### config.mk
export PLATFORM = sky130hd
export DESIGN_NAME = rand_scheduler
export DESIGN_NICKNAME = d
export VERILOG_FILES = /design/src/rtl/rand_sched_pkg.sv /design/src/rtl/rand_scheduler_rr_picker.sv /design/src/rtl/rand_scheduler.sv
export SDC_FILE = /design/constraint.sdc
export NUM_CORES = 1
export LEC_CHECK = 0
export ABC_AREA = 1
export BUFFER_PORTS_ARGS = -buffer_cell sky130_fd_sc_hd__buf_4
export CAP_MARGIN = 20
export CORE_ASPECT_RATIO = 1.5
export CORE_MARGIN = 5
export CORE_UTILIZATION = 30
export CTS_BUF_LIST = sky130_fd_sc_hd__clkbuf_4 sky130_fd_sc_hd__clkbuf_8
export DETAILED_ROUTE_END_ITERATION = 7
export GPL_ROUTABILITY_DRIVEN = 0
export PLACE_DENSITY = 0.64
export SYNTH_ARGS = -nofsm -noshare
export SYNTH_HDL_FRONTEND = slang
export SYNTH_SLANG_ARGS = --single-unit
export TNS_END_PERCENT = 50
### constraint.sdc
create_clock -name clk -period 5.5 [get_ports clk]
set_input_delay 0.55 -clock clk [delete_from_list [all_inputs] [get_ports clk]]
set_output_delay 0.55 -clock clk [all_outputs]
set_load 0.05 [all_outputs]
### src/rtl/rand_sched_pkg.sv
// Shared definitions for the random-word grant scheduler: FSM encoding and
// default sizing constants.
package rand_sched_pkg;

  typedef enum logic [1:0] {
    WAIT_START = 2'd0,
    SEED       = 2'd1,
    COOL       = 2'd2,
    READY      = 2'd3
  } state_t;

  localparam int DEF_NUM_REQ     = 4;
  localparam int DEF_OUT_W       = 16;
  localparam int DEF_COOL_CYCLES = 16;

endpackage

### src/rtl/rand_scheduler_rr_picker.sv
// Combinational round-robin picker: one-hot select of the first set request
// at or above ptr, wrapping around to index 0.
module rr_picker
  import rand_sched_pkg::*;
#(
  parameter int NUM_REQ = DEF_NUM_REQ,
  parameter int PTR_W   = (NUM_REQ > 1) ? $clog2(NUM_REQ) : 1
) (
  input  logic [NUM_REQ-1:0] req,
  input  logic [PTR_W-1:0]   ptr,
  output logic [NUM_REQ-1:0] pick
);

  localparam logic [PTR_W:0] N = (PTR_W+1)'(NUM_REQ);

  logic [PTR_W:0] idx;
  logic           found;

  always_comb begin
    pick  = '0;
    found = 1'b0;
    idx   = '0;
    for (int i = 0; i < NUM_REQ; i++) begin
      // One extra bit so ptr+i can exceed NUM_REQ-1 before the wrap.
      idx = {1'b0, ptr} + (PTR_W+1)'(i);
      if (idx >= N) idx = idx - N;
      if (!found && req[idx[PTR_W-1:0]]) begin
        pick[idx[PTR_W-1:0]] = 1'b1;
        found                = 1'b1;
      end
    end
  end

endmodule

### src/rtl/rand_scheduler.sv
// Hands out one fresh random word per grant to round-robin requesters, with a
// cooldown between grants so the LFSR shifts in new bits.
module rand_scheduler
  import rand_sched_pkg::*;
#(
  parameter int NUM_REQ     = DEF_NUM_REQ,
  parameter int OUT_W       = DEF_OUT_W,
  parameter int COOL_CYCLES = DEF_COOL_CYCLES
) (
  input  logic               clk,
  input  logic               rst,
  input  logic               start,
  input  logic               reseed,
  input  logic [63:0]        rand_in,
  output logic               lfsr_load,
  input  logic [NUM_REQ-1:0] req,
  output logic [NUM_REQ-1:0] grant,
  output logic [OUT_W-1:0]   rand_out,
  output logic               ready
);

  localparam int PTR_W = (NUM_REQ > 1) ? $clog2(NUM_REQ) : 1;
  localparam int CNT_W = (COOL_CYCLES > 1) ? $clog2(COOL_CYCLES) : 1;
  localparam logic [PTR_W-1:0] LAST_IDX = PTR_W'(NUM_REQ - 1);
  localparam logic [CNT_W-1:0] CNT_LOAD = CNT_W'(COOL_CYCLES - 1);

  state_t             state;
  logic [CNT_W-1:0]   cnt;
  logic [PTR_W-1:0]   ptr;
  logic [PTR_W-1:0]   pick_idx;
  logic [PTR_W-1:0]   next_ptr;
  logic [NUM_REQ-1:0] pick;

  generate
    if (OUT_W < 64) begin : g_unused
      logic unused_rand;
      assign unused_rand = ^rand_in[63:OUT_W];
    end
  endgenerate

  rr_picker #(
    .NUM_REQ (NUM_REQ),
    .PTR_W   (PTR_W)
  ) u_picker (
    .req  (req),
    .ptr  (ptr),
    .pick (pick)
  );

  always_comb begin
    pick_idx = '0;
    for (int i = 0; i < NUM_REQ; i++) begin
      if (pick[i]) pick_idx = PTR_W'(i);
    end
    next_ptr = (pick_idx == LAST_IDX) ? '0 : pick_idx + 1'b1;
  end

  always_ff @(posedge clk or negedge rst) begin
    if (!rst) begin
      state     <= WAIT_START;
      cnt       <= '0;
      ptr       <= '0;
      lfsr_load <= 1'b0;
      grant     <= '0;
      rand_out  <= '0;
      ready     <= 1'b0;
    end else begin
      // Strobes default low; only the transitions below raise them.
      lfsr_load <= 1'b0;
      grant     <= '0;
      case (state)
        WAIT_START: begin
          if (start) begin
            state     <= SEED;
            lfsr_load <= 1'b1;
          end
        end
        SEED: begin
          state <= COOL;
          cnt   <= CNT_LOAD;
        end
        COOL: begin
          if (reseed) begin
            state     <= SEED;
            lfsr_load <= 1'b1;
          end else if (cnt == '0) begin
            state <= READY;
            ready <= 1'b1;
          end else begin
            cnt <= cnt - 1'b1;
          end
        end
        READY: begin
          if (reseed) begin
            state     <= SEED;
            lfsr_load <= 1'b1;
            ready     <= 1'b0;
          end else if (|req) begin
            grant    <= pick;
            rand_out <= rand_in[OUT_W-1:0];
            ptr      <= next_ptr;
            cnt      <= CNT_LOAD;
            state    <= COOL;
            ready    <= 1'b0;
          end
        end
        default: begin
          state <= WAIT_START;
          ready <= 1'b0;
        end
      endcase
    end
  end

endmodule

==> results by group <==
Logic synthesis
  • Synthesized netlist net count: between 200 and 300
  • Part of the Yosys area used for sequential elements: 0.4243
  • Most used flip-flop cell after synthesis: dfrtp_1
  • Post-synthesis cell count: 186
  • Fraction of synthesis flops using an asynchronous set or reset pin: 1.000
  • Top area cells in the synthesized netlist: dfrtp_1 (42%), mux2_4 (12%), nand2_1 (9.1%), nand3_1 (5.1%), ha_1 (5.0%)
  • Post-synth top area cell: dfrtp_1
  • Average cell area after synthesis: 9.512 sq um
  • Number of distinct library cell variants in the gate-level netlist after synthesis: 28
  • List of most frequent post-synthesis cells: nand2_1 (43), dfrtp_1 (30), inv_1 (19)
  • Count of yosys warnings during synthesis: 0
  • Cell area after synthesis: 1769 sq um
  • Area share of the largest cell type after synthesis: 0.4243
  • Count of flip-flops with a built-in enable after synthesis: 0
  • Yosys reg bits: 30
  • Leading cell type by number of instances after synthesis: nand2_1

STA
  • Slew @ Worst Pin: 628.4 ps
  • Final setup slack of the worst path: about 3400 ps
  • Worst slew margin relative to its limit: 0.5796
  • Final Hold Fails: 0
  • Final clock skew: 8.046 ps
  • Time the worst path needs with I/O delays and setup: 2087 ps
  • Final Setup Violations: 0
  • Fraction of the cycle the final worst path needs: 0.3795
  • Highest achievable clock rate: 479.1 MHz
  • Final slew viol count: 0
  • RSZ-0062 raised after global routing: false
  • TNS Setup: 0 ps

CTS
  • Total CTS buffers: 5
  • Clock Root Buffer: clkbuf_8
  • Worst-path clk slew: approximately 60 ps
  • Clock tree from TritonCTS: yes
  • Setup Buffers After CTS: 0
  • Clock Latency Late Sink: 280 ps
  • Number of sinks handled by clock tree synthesis: 30
  • Number of resized instances in the post-cts repair step: 0
  • Count of H-tree levels built during CTS: 2
  • Post-CTS Hold Fix Bufs: 0
  • Clock tree buffer depth: 2

GRT
  • Global Route met2 Usage: 0.1583
  • Routing usage on met3: 0.01934
  • Sum of overflow across all layers after global routing: 0
  • GRT Util Overall: 0.09780
  • Via count of the first global-routing pass: 1353
  • Met1 layer usage reported by global route: 0.1152
  • Most congested layer reported by global routing: met2
  • First-pass GRT wire length: 5.940 mm
  • Initial antenna violation count: 0
  • Largest net degree at the start of global routing: 31

Die
  • Die Ht: 104.1 um
  • Die ar.: 7565 sq um
  • I/O pin count: 94
  • Die width: 72.70 um
  • Starting density of the core: 0.3058
  • Placeable Area: ~5800 sq um
  • # rows: 34

Final layout
  • Multi-input gate area in the final layout: 882.1 sq um
  • Diodes inserted: 0
  • Number of nets in the finished design: 314
  • Finished Core Util: 0.3904
  • Area used by sequential logic in the layout: 750.7 sq um
  • Layout overhead on the synthesized area: 27.65%
  • Fill cell instance count of the final layout: 590
  • Proportion of layout cells with a drive suffix above 1: 0.3898

Route
  • DR pass1 iterations: 4
  • Wirelength, routed: 3.481 mm
  • Antenna-violating nets left: 0
  • DR WL/cell: approximately 11 um
  • Starting DRC count in detailed routing: 15
  • Total DRC errors in the routed layout: 0
  • Vias per cell: 4.451
  • Vias: 1371

Placed design
  • Post-DP HPWL: 2.750 mm
  • Place WS: 3399 ps
  • Total of buffers placed on input and output ports: 45

Power
  • Post-layout power: 1.477 mW
  • Max rail drop VDD: 179.2 uV
  • Areal power density over the cells: 653.9 nW/um^2
  • Leakage power total: 1.225 nW

Worst setup path
  • Arrival time of the worst setup path: 2250 ps
  • Required time at the endpoint of the critical path: 5660 ps
  • Setup slack of the most critical reg-to-reg path: 3410 ps
  • Crit path kind: reg -> reg
  • Capture point of the worst path: ptr[0]
  • Crit Path Max Fanout: 11
  • Critical Path End Type: flop
  • CP startpoint kind: flop
  • Path depth of the worst reg2reg path: 12
  • Startpoint of the most critical register-to-register path: ptr[0]
  • Critical path origin: ptr[0]
  • Crit Reg-Reg Endpoint: ptr[0]

Job
  • Max-Cap Viols: 0

Status
  • Outcome: finished, final reports clean

Min path
  • Hold WC Path Type: in -> async
[registers in the layout, summed over array words and instances, names as in the netlist]
signal,cells
rand_out,16
cnt,4
lfsr_load,1
state,2
grant,4
ready,1
ptr,2
[per-stage QoR]
step                hold WS (ps)  instances  instance area (sq um)
global route               214.3        308                   2258
finish                     186.6        308                   2258
detailed placement         486.1        300                   2163
CTS                        196.5        308                   2258
global placement           484.4        300                   2163
floorplan                  254.4        186                   1769
[worst max-delay path, stage by stage (launching register included)]
cell,delay [ps]
dfrtp_1,620
inv_6,110
ha_1,360
inv_1,110
nand3_1,80
nand2_1,120
nand2_4,100
nor2_4,150
nand2_1,80
nand3_1,70
nor2_1,50
nand2_1,100
nand2_1,50
[placed cells by master (no fill, tap or decap)]
cell type  synthesis  layout
dfrtp_1           30      30
buf_4              0      45
nor2_1             8       8
clkinv_2           0       1
clkbuf_8           0       6
clkbuf_4           0       1
mux2_4            14      14
inv_6              1       1
nand3_1           18      18
inv_1             19      19
xor2_1             1       1
nor2_2             2       2
nand3_2            2       2
a22oi_1            1       1
nor3_2             1       1
or3_1              1       1
nand2_4            6       6
inv_2              3       3
a31oi_1            1       1
nand4_1            2       2
clkinv_1           3       3
nor2_4             3       3
nand2_1           43      43
mux2_2             2       2
nor2_8             1       1
ha_1               7       7
nor3_1             1       1
nand2_2            4       4
o21ai_1            1       1
a21oi_1            1       1
o21ai_0            7       7
[where the power goes]
group	switching [mW]	total, mW	internal [mW]
registers	0.0714	0.387	0.316
logic	0.580	0.910	0.330
clock network	0.0740	0.180	0.106
[worst min path at each step]
| stage | from | end | slack [ps] | depth (start not counted) |
|---|---|---|---|---|
| CTS | rst | ready | 200 | 1 |
| global route | rst | ready | 210 | 1 |
| detailed placement | cnt[0] | cnt[0] | 490 | 1 |
| finish | rst | state[0] | 190 | 1 |
| global placement | cnt[0] | cnt[0] | 480 | 1 |
| floorplan | rst | cnt[0] | 250 | 0 |
[final cells by class]
cell class / instances / share of cell area
clock buffers: 7 / 0.03989
well taps: 72 / 0.03989
clock inverters: 1 / 0.002216
flip-flops and latches: 30 / 0.3324
multi-input cells: 127 / 0.3906
repair buffers: 45 / 0.1496
inverters: 26 / 0.04543
[cell families after synthesis]
family	share of synthesized area
adder cells (fa/ha/maj)	0.04950
flip-flops	0.4243
AO/OA/AOI/OAI	0.03324
buffers and inverters	0.07709
XOR/XNOR	0.004951
AND/OR/NAND/NOR	0.2793
multiplexers	0.1315
[metal layers]
metal / wire length (um) / share of wire
met4: 127 / 0.036
met2: 1715 / 0.49
met5: 0 / 0
met3: 238 / 0.068
met1: 1399 / 0.40
No activity file was read; power rests on OpenSTA's default activity.
